## config.mk

```make
export PLATFORM = sky130hd
export DESIGN_NAME = ex_operand_stage
export DESIGN_NICKNAME = d
export VERILOG_FILES = /design/src/rtl/ex_operand_stage.sv
export SDC_FILE = /design/constraint.sdc
export NUM_CORES = 1
export LEC_CHECK = 0
export ABC_AREA = 0
export ABC_CLOCK_PERIOD_IN_PS = 5000
export CORE_AREA = 2 2 143 145
export DETAILED_ROUTE_END_ITERATION = 7
export DIE_AREA = 0 0 145 147
export PLACE_DENSITY = 0.78
export SYNTH_ARGS = -nofsm -noshare
export SYNTH_HDL_FRONTEND = slang
export SYNTH_SLANG_ARGS = --single-unit
```

## constraint.sdc

```tcl
create_clock -name clk -period 5 [get_ports clk]
set_clock_uncertainty 0.1 [all_clocks]
set_input_delay 1.5 -clock clk [delete_from_list [all_inputs] [get_ports clk]]
set_output_delay 1.5 -clock clk [all_outputs]
set_load 0.005 [all_outputs]
```

## src/rtl/ex_operand_stage.sv

```systemverilog
// ID/EX stage register with operand forwarding and ALU operand select.
// Also supplies the forwarded rs2 value as store data for MEM.
module ex_operand_stage #(
    parameter int XLEN   = 32,
    parameter bit FWD_EN = 1'b1
) (
    input  logic            clk,
    input  logic            reset,
    input  logic            id_valid,
    input  logic [XLEN-1:0] id_pc,
    input  logic [4:0]      id_rs1,
    input  logic [4:0]      id_rs2,
    input  logic [4:0]      id_rd,
    input  logic [XLEN-1:0] id_rs1_data,
    input  logic [XLEN-1:0] id_rs2_data,
    input  logic [XLEN-1:0] id_imm,
    input  logic [1:0]      id_alu_src_a,
    input  logic            id_alu_src_b,
    input  logic [3:0]      id_alu_control,
    input  logic            id_reg_write,
    input  logic            stall,
    input  logic            flush,
    input  logic            exm_reg_write,
    input  logic [4:0]      exm_rd,
    input  logic [XLEN-1:0] exm_result,
    input  logic            mwb_reg_write,
    input  logic [4:0]      mwb_rd,
    input  logic [XLEN-1:0] mwb_result,
    output logic [XLEN-1:0] alu_a,
    output logic [XLEN-1:0] alu_b,
    output logic [3:0]      alu_control,
    output logic            ex_valid,
    output logic            ex_reg_write,
    output logic [4:0]      ex_rd,
    output logic [XLEN-1:0] ex_pc,
    output logic [XLEN-1:0] ex_store_data
);

    typedef struct packed {
        logic            valid;
        logic            reg_write;
        logic [4:0]      rd;
        logic [4:0]      rs1;
        logic [4:0]      rs2;
        logic [XLEN-1:0] pc;
        logic [XLEN-1:0] rs1_data;
        logic [XLEN-1:0] rs2_data;
        logic [XLEN-1:0] imm;
        logic [1:0]      src_a;
        logic            src_b;
        logic [3:0]      alu_control;
    } id_ex_t;

    id_ex_t d_id;
    id_ex_t q;

    always_comb begin
        d_id             = '0;
        d_id.valid       = id_valid;
        d_id.reg_write   = id_reg_write & id_valid;
        d_id.rd          = id_rd;
        d_id.rs1         = id_rs1;
        d_id.rs2         = id_rs2;
        d_id.pc          = id_pc;
        d_id.rs1_data    = id_rs1_data;
        d_id.rs2_data    = id_rs2_data;
        d_id.imm         = id_imm;
        d_id.src_a       = id_alu_src_a;
        d_id.src_b       = id_alu_src_b;
        d_id.alu_control = id_alu_control;
    end

    always_ff @(posedge clk) begin
        if (reset) begin
            q <= '0;
        end else if (flush) begin
            q <= '0;
        end else if (!stall) begin
            q <= d_id;
        end
    end

    logic            exm_ok;
    logic            mwb_ok;
    logic [XLEN-1:0] fwd_rs1;
    logic [XLEN-1:0] fwd_rs2;

    assign exm_ok = FWD_EN && exm_reg_write && (exm_rd != 5'd0);
    assign mwb_ok = FWD_EN && mwb_reg_write && (mwb_rd != 5'd0);

    // EX/MEM holds the younger result, so it beats MEM/WB.
    always_comb begin
        fwd_rs1 = q.rs1_data;
        if (exm_ok && exm_rd == q.rs1) begin
            fwd_rs1 = exm_result;
        end else if (mwb_ok && mwb_rd == q.rs1) begin
            fwd_rs1 = mwb_result;
        end
    end

    always_comb begin
        fwd_rs2 = q.rs2_data;
        if (exm_ok && exm_rd == q.rs2) begin
            fwd_rs2 = exm_result;
        end else if (mwb_ok && mwb_rd == q.rs2) begin
            fwd_rs2 = mwb_result;
        end
    end

    always_comb begin
        alu_a = '0;
        unique case (q.src_a)
            2'b00:   alu_a = fwd_rs1;
            2'b01:   alu_a = q.pc;
            default: alu_a = '0;
        endcase
    end

    assign alu_b         = q.src_b ? q.imm : fwd_rs2;
    assign ex_store_data = fwd_rs2;
    assign alu_control   = q.alu_control;
    assign ex_valid      = q.valid;
    assign ex_reg_write  = q.reg_write;
    assign ex_rd         = q.rd;
    assign ex_pc         = q.pc;

endmodule

```

== Word-level counts from Yosys, hierarchy flattened ==
Cells that the tools add are included.

* Flip-flop bits (word level): 152
* Bits of input ports: 232
* Output and inout port bits: 139
* Word-level logic and storage cells: 34

* Bitwise gates (word level): 1
* Multiplexer cells: 6
* Reduce and logical (&&, ||, !) cells: 10
* Equal/unequal tests: 5

{| class="wikitable"
|+ Operators by type and width
! operator !! count
|-
| $mux W32 || 5
|-
| $pmux W32 S2 || 1
|-
| $eq A5 B5 Y1 || 4
|-
| $reduce_bool A5 Y1 || 2
|-
| $logic_and A1 B1 Y1 || 6
|-
| $eq A2 B1 Y1 const B || 1
|-
| $logic_not A2 Y1 || 1
|-
| $reduce_or A2 Y1 || 1
|-
| $and A1 B1 Y1 || 1
|}

== Depth between registers and ports, before layout ==
Gate-level depths: netlist (run 1).

* Depth in word-level cells: 6
* Gate-level depth with buffers: 7
* Mapped depth without buffers: 5

== Worst setup path before layout (run 1) ==
No wires, ideal clock.

* Path kind: input-to-output
* Start: in exm_rd[1]
* End: out alu_b[11]
* Required time: 3.400 ns
* Arrival time: 3.042 ns
* Path slack: 0.358 ns
* Stages: 7
* Buffers on the path: 2
* Cell sequence: or4_1 -> o211ai_2 -> or3_1 -> buf_4 -> buf_4 -> a31oi_1 -> mux2_2

* Cells in the longest elaborated chain, start to end: 5
* Elaborated cells between the ends (all ways): 6
* Classes of those cells: eq/ne (1); mux (2); reduce/logical (3)

{| class="wikitable"
|+ RTL lines
! element !! RTL line !! source
|-
| start, declared || 24 || <nowiki>input logic [4:0] exm_rd,</nowiki>
|-
| $reduce_bool A5 Y1 || 88 || <nowiki>assign exm_ok = FWD_EN && exm_reg_write && (exm_rd != 5'd0);</nowiki>
|-
| $logic_and A1 B1 Y1 || 88 ||
|-
| $logic_and A1 B1 Y1 (*) || 103 || <nowiki>if (exm_ok && exm_rd == q.rs2) begin</nowiki>
|-
| $mux W32 (*) || 103 ||
|-
| net ex_store_data[11] || 36 || <nowiki>output logic [XLEN-1:0] ex_store_data</nowiki>
|-
| $mux W32 (*) || 119 || <nowiki>assign alu_b = q.src_b ? q.imm : fwd_rs2;</nowiki>
|-
| end, declared || 30 || <nowiki>output logic [XLEN-1:0] alu_b,</nowiki>
|}

The timed path passes the listed nets; every way through them passes the cells marked *.

== Worst setup path in the final report (run 1) ==
* Start: in mwb_rd[0]
* End: out alu_b[9]

* Cells in the longest elaborated chain, start to end: 6
* Elaborated cells between the ends (all ways): 7
* Classes of those cells: eq/ne (1); mux (3); reduce/logical (3)

{| class="wikitable"
|+ RTL lines
! element !! RTL line !! source
|-
| start, declared || 27 || <nowiki>input logic [4:0] mwb_rd,</nowiki>
|-
| $reduce_bool A5 Y1 || 89 || <nowiki>assign mwb_ok = FWD_EN && mwb_reg_write && (mwb_rd != 5'd0);</nowiki>
|-
| $logic_and A1 B1 Y1 || 89 ||
|-
| $logic_and A1 B1 Y1 (*) || 105 || <nowiki>end else if (mwb_ok && mwb_rd == q.rs2) begin</nowiki>
|-
| $mux W32 (*) || 105 ||
|-
| $mux W32 (*) || 103 ||
|-
| $mux W32 (*) || 119 ||
|}

Every way passes the cells marked *; elsewhere a longest branch is shown, timed or not.

==> impl_metrics.yaml, run 1 <==
sta:
  worst_slew_pin_slew_ns: 1.325
  finalCriticalPeriod_ns: 5.180
  drv_slew: 0
  setup_viol: 52
  setup_ws_ns: -0.1797
  final-hold-violation-count: 0
  max_freq_mhz: 193.1
  min_period_over_period_pct: 103.6
  maxSlewHeadroom_pct: 11.64
  rsz0062_at_grt: "yes"
final_layout:
  drive_gt1_share_pct: 33.48
  areaGrowthSynthToFinish_pct: 82.46
  final_util_pct: 74.96
  nets: 1596
cts:
  cts.sinks: 152
  clk_latency_ns: 0.42
  clkTransAtPathRegs_ns: 0.06
  clockBufferDepth: 2
  cts_buffers: 17
  htree_levels: 4
  ctsHoldBuffers: 0
  cts_tree: "built"
  cts-root-buf: "clkbuf_16"
synth:
  ys_async_sr_fraction_pct: 0
  yosys-top-cells-area: "dfxtp_1 37%, mux2i_1 18%, nor2_1 7.1%"
  ys_seq_area_share_pct: 37.32
  synthCells: 946
  synth_area_leader_cell: "dfxtp_1"
  synth_ff_type: "dfxtp_1"
  synthTopCellsByCount: "154 x nor2_1, 152 x dfxtp_1, 150 x mux2i_1, 64 x o21ai_1, 59 x clkbuf_1"
  ys.warnings.count: 0
  synth-edff-count: 0
  netlist_area_um2: 8153
  avgSynthCellArea_um2: 8.618
  synth_top_cell_area_share_pct: 37.32
  syn_nets: 1178
  ys_types: 32
  yosysMostFrequentCell: "nor2_1"
  synth.ff_latch_count: 152
run:
  max_cap_violations: 0
pwr:
  leakage_uw: 0.006089
  powerDensity_nw_per_um2: 236.3
  power_uw: 3515
  ir_drop_mv: 0.2226
global_routing:
  grt_pass1_wl_mm: 55.20
  grtUsageTotal_pct: 33.60
  grt.overflow.total: 0
  grt_pass1_vias: 9429
  antenna_found_initial: 1
  grt_max_degree: 77
route:
  drt-vias-per-instance: 5.762
  drc_errors: 0
  ant_nets: 0
  drtIter0Drc: 690
  route.vias.total: 9495
  routed_wl_mm: 39.45
  wl_per_cell_um: 23.94
  first_pass_iters: 5
critical_path:
  crit_path_end_kind: "output port"
  crit_required_ns: 3.40
  reg2reg_to: "q[4]"
  path_max_fanout: 9
  reg2reg_slack_ns: 3.34
  cp-start-kind: "primary input"
  ff2ff_path_depth: 2
  critPathArrivalTime_ns: 3.58
  r2r-start: "q[4]"
  criticalPathCategory: "primary input to output port"
die:
  die_h_um: 147
  initial_utilization_pct: 41.08
  pin_count: 371
  rows: 52
  dieWidth_um: 145
  core_region_area_um2: 19840
  dieArea_um2: 21320
hold_path:
  hp-class: "flop to flop"
  min_to: "q[81]"
  min_from: "q[81]"
  holdPathStages: 2
run_status:
  failed_checks: "negative setup slack"
  status: "finished, violations left"
placement:
  place.gp.congestion: 0.8890
  io_buffer_count: 370
  place_hpwl_mm: 23.60
[report_power, final]
part | leakage, uW | internal (uW) | total [uW] | switching [uW]
clock network | 0.000294 | 809 | 1380 | 570
registers | 0.00124 | 1250 | 1290 | 36.0
logic | 0.00456 | 481 | 849 | 368
[flip-flops by register name (all words and copies together) (netlist names)]
| register | cells |
|---|---|
| ex_pc | 32 |
| ex_rd | 5 |
| ex_reg_write | 1 |
| ex_valid | 1 |
| q | 109 |
| alu_control | 4 |
[layer usage]
layer | vias up | routed length (um) | GRT usage (%)
met2 | 611 | 19700 | 59.12
li1 | 4172 | - | -
met5 | - | 0 | 0
met1 | 4598 | 14760 | 38.66
met3 | 114 | 3410 | 8.602
met4 | 0 | 1583 | 14.75
[layout make-up]
class | instances | area (um^2)
multi-input cells | 665 | 5593
clock inverters | 12 | 165.2
inverters | 1 | 3.754
well taps | 270 | 337.8
repair buffers | 527 | 5283
diodes | 1 | 2.502
clock buffers | 20 | 446.7
flip-flops and latches | 152 | 3044
fillers | 1305 | 4969
[stage by stage]
step                      cells  hold WS [ns]  setup TNS [ns]  setup WS, ns  cell area (um^2)
after floorplan             946        0.3568               0        0.3575              8153
after global placement     1529        0.3667          -55.42       -0.7238             12200
after detailed placement   1529        0.3776          -57.86       -0.7437             12200
after CTS                  1616        0.3925          -5.717       -0.3391             14210
after global routing       1648        0.4093          -5.291       -0.2402             14880
final                      1648        0.3909          -2.984       -0.1797             14880
[worst max-delay path by stage]
stage          cells past startpoint       from  slack (ns)         to
2_1_floorplan                      7  exm_rd[1]        0.36  alu_b[11]
3_3_place_gp                       9  exm_rd[1]       -0.72   alu_b[0]
3_5_place_dp                       9  exm_rd[2]       -0.74   alu_b[0]
4_1_cts                           10  mwb_rd[1]       -0.34  alu_b[20]
5_1_grt                           11  mwb_rd[0]       -0.24   alu_b[9]
6_report                          11  mwb_rd[0]       -0.18   alu_b[9]
[logic make-up after synthesis]
family / count (synthesis) / share of synthesized area, %
simple gates: 265 / 14.21
compound gates: 198 / 14.95
mux: 182 / 22.84
flops: 152 / 37.32
buf+inv: 129 / 8.533
xor+xnor: 20 / 2.149
[worst max-delay path: stages]
cell and delay [ns]:
dlygate4sd2_1 0.27, xnor2_1 0.26, nand4_1 0.16, buf_4 0.19, buf_4 0.21, buf_4 0.16, o21ai_2 0.17, a31oi_4 0.11
buf_6 0.14, mux2_4 0.29, buf_6 0.12
[repair_timing]
item | CTS | global route
setup buffers | 48 | 48
gates resized for setup | 465 | 200
setup endpoints to repair | 96 | 81
gates cloned | 12 | 2
endpoints found under the hold margin | 0 | 0
pin swaps | 67 | 49
[cells in the final DEF (no fill, tap or decap), types with 5 or more instances in the layout]
cell             synthesis  routed
a211oi_2                 0      27
a211oi_4                 0       5
a21boi_1                32      21
a21boi_2                 0      11
a31oi_2                  0       9
a31oi_4                  0      21
buf_12                   0      28
buf_2                   10      30
buf_4                   43      71
buf_6                    5      75
buf_8                    0       5
clkbuf_16                0      19
clkbuf_2                 0      32
clkdlybuf4s50_1          0     261
dfxtp_1                152     151
dlygate4sd2_1            0      12
mux2_2                  32      12
mux2_4                   0      20
mux2i_1                150     150
nand2_1                 33      33
nand3_1                 33      13
nand3_2                  0      14
nand3_4                  0       6
nor2_1                 154     153
nor4_1                  32      19
nor4_2                   0      12
o21ai_0                 32      32
o21ai_1                 64      42
o21ai_2                  0      19
xnor2_1                 20      13
Power figures use the tool's default switching activity.
==> inputs of run 2 (changes only) <==
--- a/constraint.sdc
+++ b/constraint.sdc
@@ -4,2 +4,2 @@
 set_output_delay 1.5 -clock clk [all_outputs]
-set_load 0.005 [all_outputs]
+set_load 0.05 [all_outputs]
==> impl_metrics.yaml, run 2 (synthesis results as in run 1) <==
run_status:
  status: "finished, violations left"
  failed_checks: "negative setup slack"
final_layout:
  layout_common_cells: "263 x clkdlybuf4s50_1, 153 x nor2_1, 151 x dfxtp_1"
  nets: 1534
  drive_gt1_share_pct: 33.36
  multi_input_area_um2: 5788
  largest_register_ffs: 109
  final_util_pct: 75.45
  diodes: 0
  final_common_cell: "clkdlybuf4s50_1"
  largest-register: "q"
  fill_cells: 1322
  seq_area_um2: 3044
  finalInstanceArea_um2: 14970
  areaGrowthSynthToFinish_pct: 83.66
critical_path:
  path_max_fanout: 7
  criticalPathCategory: "primary input to output port"
  worstPathCellList: "buf_6 > or4_4 > o211ai_4 > or3_4 > buf_6 > buf_16 > a31oi_4 > mux2_4 > buf_8"
  worst-path-buf-inv: 4
  critPathMaxStageDelay_ns: 0.56
  crit_required_ns: 3.40
  cp-start-kind: "primary input"
  critPathArrivalTime_ns: 3.44
  cp_common_cell: "buf_6"
  critPathTopFamily: "simple AND/OR/NAND/NOR gates"
  ff2ff_path_depth: 2
  cpMaxStageDelayCell: "or4_4"
  cp_num_cells: 9
  crit_path_end_kind: "output port"
die:
  core_region_area_um2: 19840
  dieWidth_um: 145
  dieArea_um2: 21320
  rows: 52
  die_h_um: 147
  pin_count: 371
  initial_utilization_pct: 41.08
route:
  drtIter0Drc: 555
  first_pass_iters: 5
  drc_errors: 0
  route.vias.total: 8804
  ant_nets: 0
  routed_wl_mm: 35.55
  drt-vias-per-instance: 5.562
  wl_per_cell_um: 22.45
sta:
  max_freq_mhz: 198.4
  finalCriticalPeriod_ns: 5.039
  maxSlewHeadroom_pct: 10.08
  min_period_over_period_pct: 100.8
  setup_viol: 21
  rsz0062_at_grt: "yes"
  drv_slew: 0
  setup_ws_ns: -0.03912
  final-hold-violation-count: 0
  worst_slew_pin_slew_ns: 1.349
  setup_tns_ns: -0.3059
global_routing:
  grt_pass1_vias: 8981
  grt_max_degree: 83
  antenna_found_initial: 0
  grt_pass1_wl_mm: 52.47
  grtUsageTotal_pct: 31.75
  grt.overflow.total: 0
cts:
  htree_levels: 4
  cts_buffers: 17
  cts-root-buf: "clkbuf_16"
  cts.sinks: 152
  clockBufferDepth: 2
  clkTransAtPathRegs_ns: 0.06
  cts_tree: "built"
  clk_latency_ns: 0.42
pwr:
  powerDensity_nw_per_um2: 245.4
  leakage_uw: 0.005881
  ir_drop_mv: 0.2269
hold_path:
  hp-class: "flop to flop"
  holdPathStages: 2
placement:
  place_area_um2: 13110
  io_buffer_count: 370
  post-place-ws_ns: -0.5119
  place_hpwl_mm: 23.57
  place.gp.congestion: 0.8709
run:
  max_cap_violations: 0
-- run 2: changes by cell type in the layout (fill, tap and decap cells not counted), sizes merged --
cell           change
dlygate4sd2       -10
clkinvlp           -1
clkinv             +1
inv                -4
bufinv             +1
clkdlybuf4s50      +2
clkdlybuf4s15      -3
dlymetal6s2s       -3
diode              -1
buf               -17
clkbuf            -30
-- run 2: what timing repair did --
item                                    4_1_cts  5_1_grt
setup buffers                                12        3
hold buffers                                  0        0
gates resized for setup                     240       55
cloned                                        6        2
pin swaps                                    49       21
endpoints found under the setup margin       96       76
-- run 2: worst paths after layout --
check / slack (ns) / endpoint / from
worst max register to register: 3.26 / q[4] / q[4]
worst min register to register: 0.39 / q[79] / q[79]
worst min-delay path: 0.39 / q[79] / q[79]
worst max-delay path: -0.04 / alu_b[22] / exm_rd[1]
-- run 2: report_power, final --
group	switching, uW	internal, uW
clock network	527	829
registers	33.5	1250
logic	532	502
-- run 2: worst min-delay path, stage by stage, from the launching register on --
cell and delay (ns):
dfxtp_1 0.32, mux2i_1 0.07, nor2_1 0.07
-- run 2: per-layer routing --
layer / wire length, um / vias up / GRT usage [%]
met5: 0 / - / 0
li1: - / 4024 / -
met1: 14120 / 4295 / 38.50
met4: 1107 / 0 / 13.02
met2: 17610 / 420 / 53.81
met3: 2707 / 65 / 8.292
-- run 2: per-stage QoR --
| step | hold WS, ns | instances | power (uW) |
|---|---|---|---|
| after CTS | 0.3914 | 1581 | 3654 |
| final | 0.3927 | 1583 | 3675 |
| after global placement | 0.3675 | 1535 | 2217 |
| after detailed placement | 0.3770 | 1535 | 2226 |
| after floorplan | 0.3568 | 946 | 1787 |
| after global routing | 0.4122 | 1583 | 3775 |
-- run 2: area by class of cell --
type / instances / area share [%]
well taps: 270 / 2.256
inverters: 1 / 0.02507
clock buffers: 21 / 2.941
flip-flops and latches: 152 / 20.33
clock inverters: 9 / 1.011
repair buffers: 465 / 34.78
multi-input cells: 665 / 38.66
==> inputs of run 3 (changes only) <==
- GPL_ROUTABILITY_DRIVEN: unset -> 0
==> results of run 3 <==
The final DEF is identical to that of run 2; final timing and power are the same.
